==> src/rtl/mips_alu_branch_unit.sv <==
// Execute and next-PC stage of the single-cycle core: ALU, stored Z/N/V flags,
// branch/jump target generation and the program counter register.
module mips_alu_branch_unit (
  input  logic        clk,
  input  logic        rst_n,
  input  logic [31:0] op_a,
  input  logic [31:0] op_b,
  input  logic [2:0]  alu_op,
  input  logic        flag_we,
  input  logic [3:0]  jb_id,
  input  logic        jmadd,
  input  logic [31:0] imm_sext,
  input  logic [25:0] imm26,
  input  logic [31:0] ind_target,
  output logic [31:0] alu_result,
  output logic        zero,
  output logic        negative,
  output logic        overflow,
  output logic        z_q,
  output logic        n_q,
  output logic        v_q,
  output logic [31:0] pc,
  output logic [31:0] pc_plus4,
  output logic [31:0] next_pc,
  output logic        link
);

  localparam logic [2:0] OP_AND = 3'b000;
  localparam logic [2:0] OP_OR  = 3'b001;
  localparam logic [2:0] OP_ADD = 3'b010;
  localparam logic [2:0] OP_SUB = 3'b110;
  localparam logic [2:0] OP_SLT = 3'b111;

  logic [31:0] pc_q;
  logic [31:0] pc_d;
  logic [31:0] sum;
  logic [31:0] diff;
  logic        slt;
  logic [31:0] bt;
  logic [31:0] jr;
  logic [31:0] ja;

  assign sum  = op_a + op_b;
  assign diff = op_a - op_b;
  assign slt  = $signed(op_a) < $signed(op_b);

  always_comb begin
    alu_result = 32'h0;
    overflow   = 1'b0;
    case (alu_op)
      OP_AND: alu_result = op_a & op_b;
      OP_OR:  alu_result = op_a | op_b;
      OP_ADD: begin
        alu_result = sum;
        overflow   = (op_a[31] == op_b[31]) && (sum[31] != op_a[31]);
      end
      OP_SUB: begin
        alu_result = diff;
        overflow   = (op_a[31] != op_b[31]) && (diff[31] != op_a[31]);
      end
      OP_SLT: alu_result = {31'b0, slt};
      default: alu_result = 32'h0;
    endcase
  end

  assign zero     = (alu_result == 32'h0);
  assign negative = alu_result[31];

  assign pc       = pc_q;
  assign pc_plus4 = pc_q + 32'd4;
  assign bt       = pc_plus4 + (imm_sext << 2);
  assign jr       = pc_plus4 + {4'b0, imm26, 2'b00};
  assign ja       = {pc_plus4[31:28], imm26, 2'b00};
  assign link     = jmadd | (~jb_id[3] & (jb_id[2:0] != 3'b000));

  // Conditional branches look only at the stored flags, never this cycle's ALU.
  always_comb begin
    pc_d = pc_plus4;
    if (jmadd) begin
      pc_d = ind_target;
    end else begin
      case (jb_id)
        4'b0001: pc_d = z_q ? bt : pc_plus4;
        4'b0010: pc_d = jr;
        4'b0011: pc_d = ja;
        4'b0100: pc_d = n_q ? bt : pc_plus4;
        4'b1000: pc_d = z_q ? bt : pc_plus4;
        4'b1001: pc_d = z_q ? pc_plus4 : bt;
        4'b1010: pc_d = ja;
        4'b1011: pc_d = n_q ? bt : pc_plus4;
        default: pc_d = pc_plus4;
      endcase
    end
  end

  assign next_pc = pc_d;

  always_ff @(posedge clk or negedge rst_n) begin
    if (!rst_n) begin
      pc_q <= 32'h0;
      z_q  <= 1'b0;
      n_q  <= 1'b0;
      v_q  <= 1'b0;
    end else begin
      pc_q <= pc_d;
      if (flag_we) begin
        z_q <= zero;
        n_q <= negative;
        v_q <= overflow;
      end
    end
  end

endmodule

==> config.mk <==
export PLATFORM = sky130hd
export DESIGN_NAME = mips_alu_branch_unit
export DESIGN_NICKNAME = d
export VERILOG_FILES = /design/src/rtl/mips_alu_branch_unit.sv
export SDC_FILE = /design/constraint.sdc
export NUM_CORES = 1
export LEC_CHECK = 0
export BUFFER_PORTS_ARGS = -buffer_cell sky130_fd_sc_hd__buf_2
export CORE_UTILIZATION = 47
export DETAILED_ROUTE_END_ITERATION = 8
export GPL_TIMING_DRIVEN = 0
export HOLD_SLACK_MARGIN = 0.02
export PLACE_DENSITY = 0.73
export SLEW_MARGIN = 20
export SYNTH_ARGS = -nofsm -noshare
export SYNTH_HDL_FRONTEND = slang
export SYNTH_SLANG_ARGS = --single-unit
==> constraint.sdc <==
create_clock -name clk -period 8.2 [get_ports clk]
set_input_delay 0.82 -clock clk [delete_from_list [all_inputs] [get_ports clk]]
set_output_delay 0.82 -clock clk [all_outputs]
set_load 0.02 [all_outputs]
# Word level (Yosys, flattened, before mapping)
# Cells that the tools add are included.
# word_totals
out_inout_bits,135
inputBits,165
wordCells,46
ff_bits,35
# classes
eq_ne,16
n_addsub,5
reduce_logical,8
magnitude_cmp,1
n_mux,7
n_bitwise,5
# ops
operator,n
32-bit one-hot mux with 5 select lines,2
32-bit two-way mux,4
32-bit adder,2
32-bit by 28-bit adder with 32-bit output,1
"32-bit by 3-bit adder with 32-bit output, second input constant",1
32-bit bitwise AND,1
32-bit logical NOT,1
32-bit < comparator,1
32-bit OR,1
32-bit subtractor,1
"4-bit equality test, second input constant",4
"4-bit by 2-bit equality test with 1-bit output, second input constant",2
"3-bit equality test, second input constant",2
2-bit OR reduction,3
"4-bit by 1-bit equality test with 1-bit output, second input constant",1
"4-bit by 3-bit equality test with 1-bit output, second input constant",1
"3-bit by 1-bit equality test with 1-bit output, second input constant",1
"3-bit by 2-bit equality test with 1-bit output, second input constant",1
3-bit logical NOT,1
1-bit inequality test,3
3-bit nonzero test,1
1-bit logical AND,2
1-bit one-hot mux with 2 select lines,1
1-bit bitwise AND,1
3 further kinds,3

# Logic depth before layout (Yosys ltp)
# depth
depth_word,5
depth_mapped,19
depth_no_buf,19

# Worst setup path before layout
# No wires, ideal clock.
# synth_path
kind,register to output
start,register pc_q[2] (netlist: pc[2])
end,output port next_pc[31]
stages_incl_launch_ff,18
arrival_time_ns,4.743
path_buffers,0
required_ns,7.380
setup_slack_ns,2.637
cell_sequence,dfrtp_1 ha_1 inv_1 nor4_1 nand2_1 xnor2_1 ha_1 a21oi_1 o21bai_1 a2111oi_0 nor3_1 o41ai_1 o31ai_1 a31oi_1 nor2b_1 a41oi_1 a2111o_1 o211ai_1
# synth_via
elab_chain_cells,5
word_cells_on_any_way,8
cone_classes,add/sub: 3; mux: 5
# synth_lines
item,line,rtl
"start, declared",34,logic [31:0] pc_q;
"start signal, assigned",105,pc_q <= pc_d;
32-bit by 3-bit adder with 32-bit output *,70,assign pc_plus4 = pc_q + 32'd4;
named net pc_plus4[14],23,"output logic [31:0] pc_plus4,"
32-bit adder,71,assign bt = pc_plus4 + (imm_sext << 2);
32-bit two-way mux (on tied branches),-,
32-bit one-hot mux with 5 select lines *,82,case (jb_id)
32-bit two-way mux *,79,if (jmadd) begin
"end, declared",24,"output logic [31:0] next_pc,"
# The timed path passes the listed nets; every way through them passes the cells marked *.

# Worst setup path after layout
# layout_path
start,register pc_q[2] (netlist: pc[2])
end,output port next_pc[31]
# layout_via
elab_chain_cells,5
word_cells_on_any_way,8
cone_classes,add/sub: 3; mux: 5
# layout_lines
item,line
32-bit by 3-bit adder with 32-bit output *,70
32-bit adder,71
32-bit two-way mux (on tied branches),-
32-bit one-hot mux with 5 select lines *,82
32-bit two-way mux *,79
# Every way passes the cells marked *; elsewhere a longest branch is shown, timed or not.

==> impl_metrics.yaml <==
die:
  dieArea_um2: 23500
  start_util_pct: 48.5
  die_x_um: 153
  rows: 54
  core_um2: 22200
  ios: 300
  die_height_um: 153
logic_synthesis:
  ys.flop_type: "dfrtp_1"
  synth-seq-cells: 35
  syn_nets: 1845
  ys_seq_area_share_pct: 8.14
  synthCells: 1519
  synthArstFlopShare_pct: 100
  synth_area_um2: 10800
  synth-edff-count: 0
  synth.avg_cell_area_um2: 7.08
  yosysWarnings: 0
  synth.distinct_cells: 89
final_layout:
  n_fill_cell: 2245
  final_cell_area_um2: 12700
  layout.nets: 2147
  area_growth_pct: 18.5
  finalNonFillerCells: 2107
  drive_above_1_share_pct: 19.3
worst_setup_path:
  required_ns: 7.38
  crit_type: "flop to output port"
  crit_chain: "ha_1 > inv_1 > nor4_1 > nand2_1 > xnor2_1 > ha_1 > a21oi_1 > o21bai_1 > a2111oi_0 > nor3_1 > o41ai_1 > o31ai_1 > a31oi_1 > nor2b_1 > a41oi_1 > a2111o_1 > o211ai_1 > buf_2"
  end_kind: "output port"
  crit_top_cell: "ha_1"
  path_buf_inv: 2
  max_stage_delay_ns: 0.82
  cp_top_family: "compound AO/OA/AOI/OAI gates"
  critPathArrivalTime_ns: 6.26
  startpoint_type: "flop"
  slowest_stage: "nor4_1"
  path_max_fanout: 5
timing:
  hold_ws_ns: 0.504
  fin_crit_sh_pct: 86.3
  max_slew_margin_pct: 28.9
  layout_min_cycle_time_ns: 7.08
  rsz0062_at_grt: "no"
  setup_tns_ns: 0
  fmax_mhz: 141
  finalMaxSlewViolations: 0
  tightest_slew_ns: 1.07
  setup_viol: 0
  hold_viol: 0
  skew_ns: 0.0105
route:
  vias: 13300
  drc_errors: 0
  ant_nets: 0
  drt_iter0_drc: 1452
  viasPerCell: 6.31
  wl_um: 45100
  wire_per_inst_um: 21.4
  dr.pass1.iters: 6
clocking:
  cts_resized: 0
  clock-root-buffer: "clkbuf_16"
  clk_pin_slew_ns: 0.06
  hold_buffers: 0
  clock_latency_ns: 0.31
  cts_setup_buffers: 0
  htreeDepth: 2
  ctsLongestPathBuffers: 2
  cts_tree: "built"
  cts_sinks: 35
  cts_buffers: 5
placed_design:
  dpl-instance-area_um2: 12600
  dp_hpwl_um: 36600
  gp_congestion: 0.993
  place_inst: 2094
  port-buffer-count: 295
global_routing:
  grt_pass1_vias: 12300
  grt-ovfl-total: 0
  grt_pass1_wl_um: 69300
  grt_max_degree: 36
  grt_usage_pct: 37.5
  antenna_found_initial: 6
pwr:
  p_per_area_nw_per_um2: 138
  power_uw: 1760
  ir_drop_mv: 0.0774
  p_leak_uw: 0.00621
outcome:
  status: "finished, final reports clean"
run:
  cap_viol_max_count: 0
hold_path:
  worst_hold_path_type: "flop to flop"
-- cell usage after synthesis, types with 5 or more instances --
cell type / number / share of area [%]
a2111oi_0: 7 / 0.57
a211oi_1: 26 / 1.8
a21boi_0: 5 / 0.35
a21o_1: 31 / 2.2
a21oi_1: 126 / 5.9
a221o_1: 15 / 1.4
a221oi_1: 34 / 2.8
a22oi_1: 7 / 0.49
a2bb2oi_1: 9 / 0.73
a31oi_1: 17 / 0.99
a32oi_1: 5 / 0.41
and2_1: 8 / 0.47
and3_1: 12 / 0.70
buf_1: 8 / 0.28
buf_2: 17 / 0.79
clkbuf_1: 46 / 1.6
dfrtp_1: 35 / 8.1
ha_1: 157 / 18
inv_1: 163 / 5.7
mux2i_1: 31 / 2.9
nand2_1: 106 / 3.7
nand2b_1: 19 / 1.1
nand3_1: 37 / 1.7
nand4_1: 20 / 1.2
nor2_1: 122 / 4.3
nor2b_1: 19 / 1.1
nor3_1: 31 / 1.4
nor4_1: 17 / 0.99
o2111ai_1: 5 / 0.41
o211ai_1: 31 / 2.2
o21a_1: 18 / 1.3
o21ai_0: 87 / 4.0
o21bai_1: 13 / 0.91
o22ai_1: 10 / 0.58
o31ai_1: 14 / 0.98
or3_1: 9 / 0.52
or4_1: 5 / 0.35
xnor2_1: 63 / 5.1
xor2_1: 33 / 2.7
-- worst register-to-register path, stage by stage, from the launching register on --
cell	delay, ns
dfrtp_1	0.43
ha_1	0.23
inv_1	0.12
nor4_1	0.82
nand2_1	0.16
xnor2_1	0.39
ha_1	0.38
a21oi_1	0.26
o21bai_1	0.09
a2111oi_0	0.43
nor3_1	0.15
o41ai_1	0.76
o31ai_1	0.35
a31oi_1	0.31
nor2b_1	0.16
a41oi_1	0.05
a2111o_1	0.46
o211ai_1	0.16
-- path summary, 6_finish.rpt --
kind,startpoint,endpoint,slack [ns],depth (start not counted)
max,pc[2],next_pc[31],1.12,18
min,v_q,v_q,0.50,1
max reg2reg,pc[2],pc[31],2.37,17
min reg2reg,v_q,v_q,0.50,1
max in group asynchronous,rst_n,z_q,6.97,1
min in group asynchronous,rst_n,pc[17],0.65,1
-- where the power goes --
part           switching [uW]  total, uW  internal, uW
Clock                    95.3        208           112
Combinational             839       1330           487
Sequential               29.8        226           196
Total                     964       1760           795
-- metal layers --
metal	GRT usage (%)	part of all wire (%)	up-vias
li1	-	-	6182
met4	13.0	3.3	2
met3	6.92	9.8	106
met5	0	0.027	-
met2	57.8	44	769
met1	51.9	43	6244
-- sequential cells by signal (all words and copies together) (netlist names) --
signal,flops
z_q,1
n_q,1
v_q,1
pc,32
-- logic make-up after synthesis --
| group | synth area share [%] |
|---|---|
| AND/OR/NAND/NOR | 19.4 |
| AO/OA/AOI/OAI | 33.6 |
| XOR/XNOR | 7.81 |
| buffers and inverters | 8.75 |
| flip-flops | 8.14 |
| adder cells (fa/ha/maj) | 19.0 |
| multiplexers | 3.30 |
-- per-stage QoR --
| stage | setup WS, ns | utilization (%) |
|---|---|---|
| 2_1_floorplan | 2.64 | - |
| 4_1_cts | 1.28 | 57.5 |
| 3_3_place_gp | 1.57 | 56.8 |
| 6_report | 1.12 | 57.5 |
| 5_1_grt | 0.857 | 57.5 |
| 3_5_place_dp | 1.65 | 56.8 |
-- placed cells by master, fill, tap and decap left out, types with 35 or more instances in the layout --
cell      instances
ha_1            157
o21ai_0          87
nand2_1         106
nor2_1          122
xnor2_1          63
a21oi_1         126
dfrtp_1          35
inv_1           163
nand3_1          37
clkbuf_1         46
buf_2           312
-- layout make-up --
class	instances	area (um^2)	share of cell area, %
multi-input combinational	1245	8950	70.2
timing repair buffer	295	1480	11.6
sequential	35	876	6.87
inverter	163	612	4.80
tap	280	350	2.75
buffer	76	329	2.58
clock buffer	5	125	0.981
clock inverter	3	20.0	0.157
antenna	5	12.5	0.0981
No activity file was read; power rests on OpenSTA's default activity.
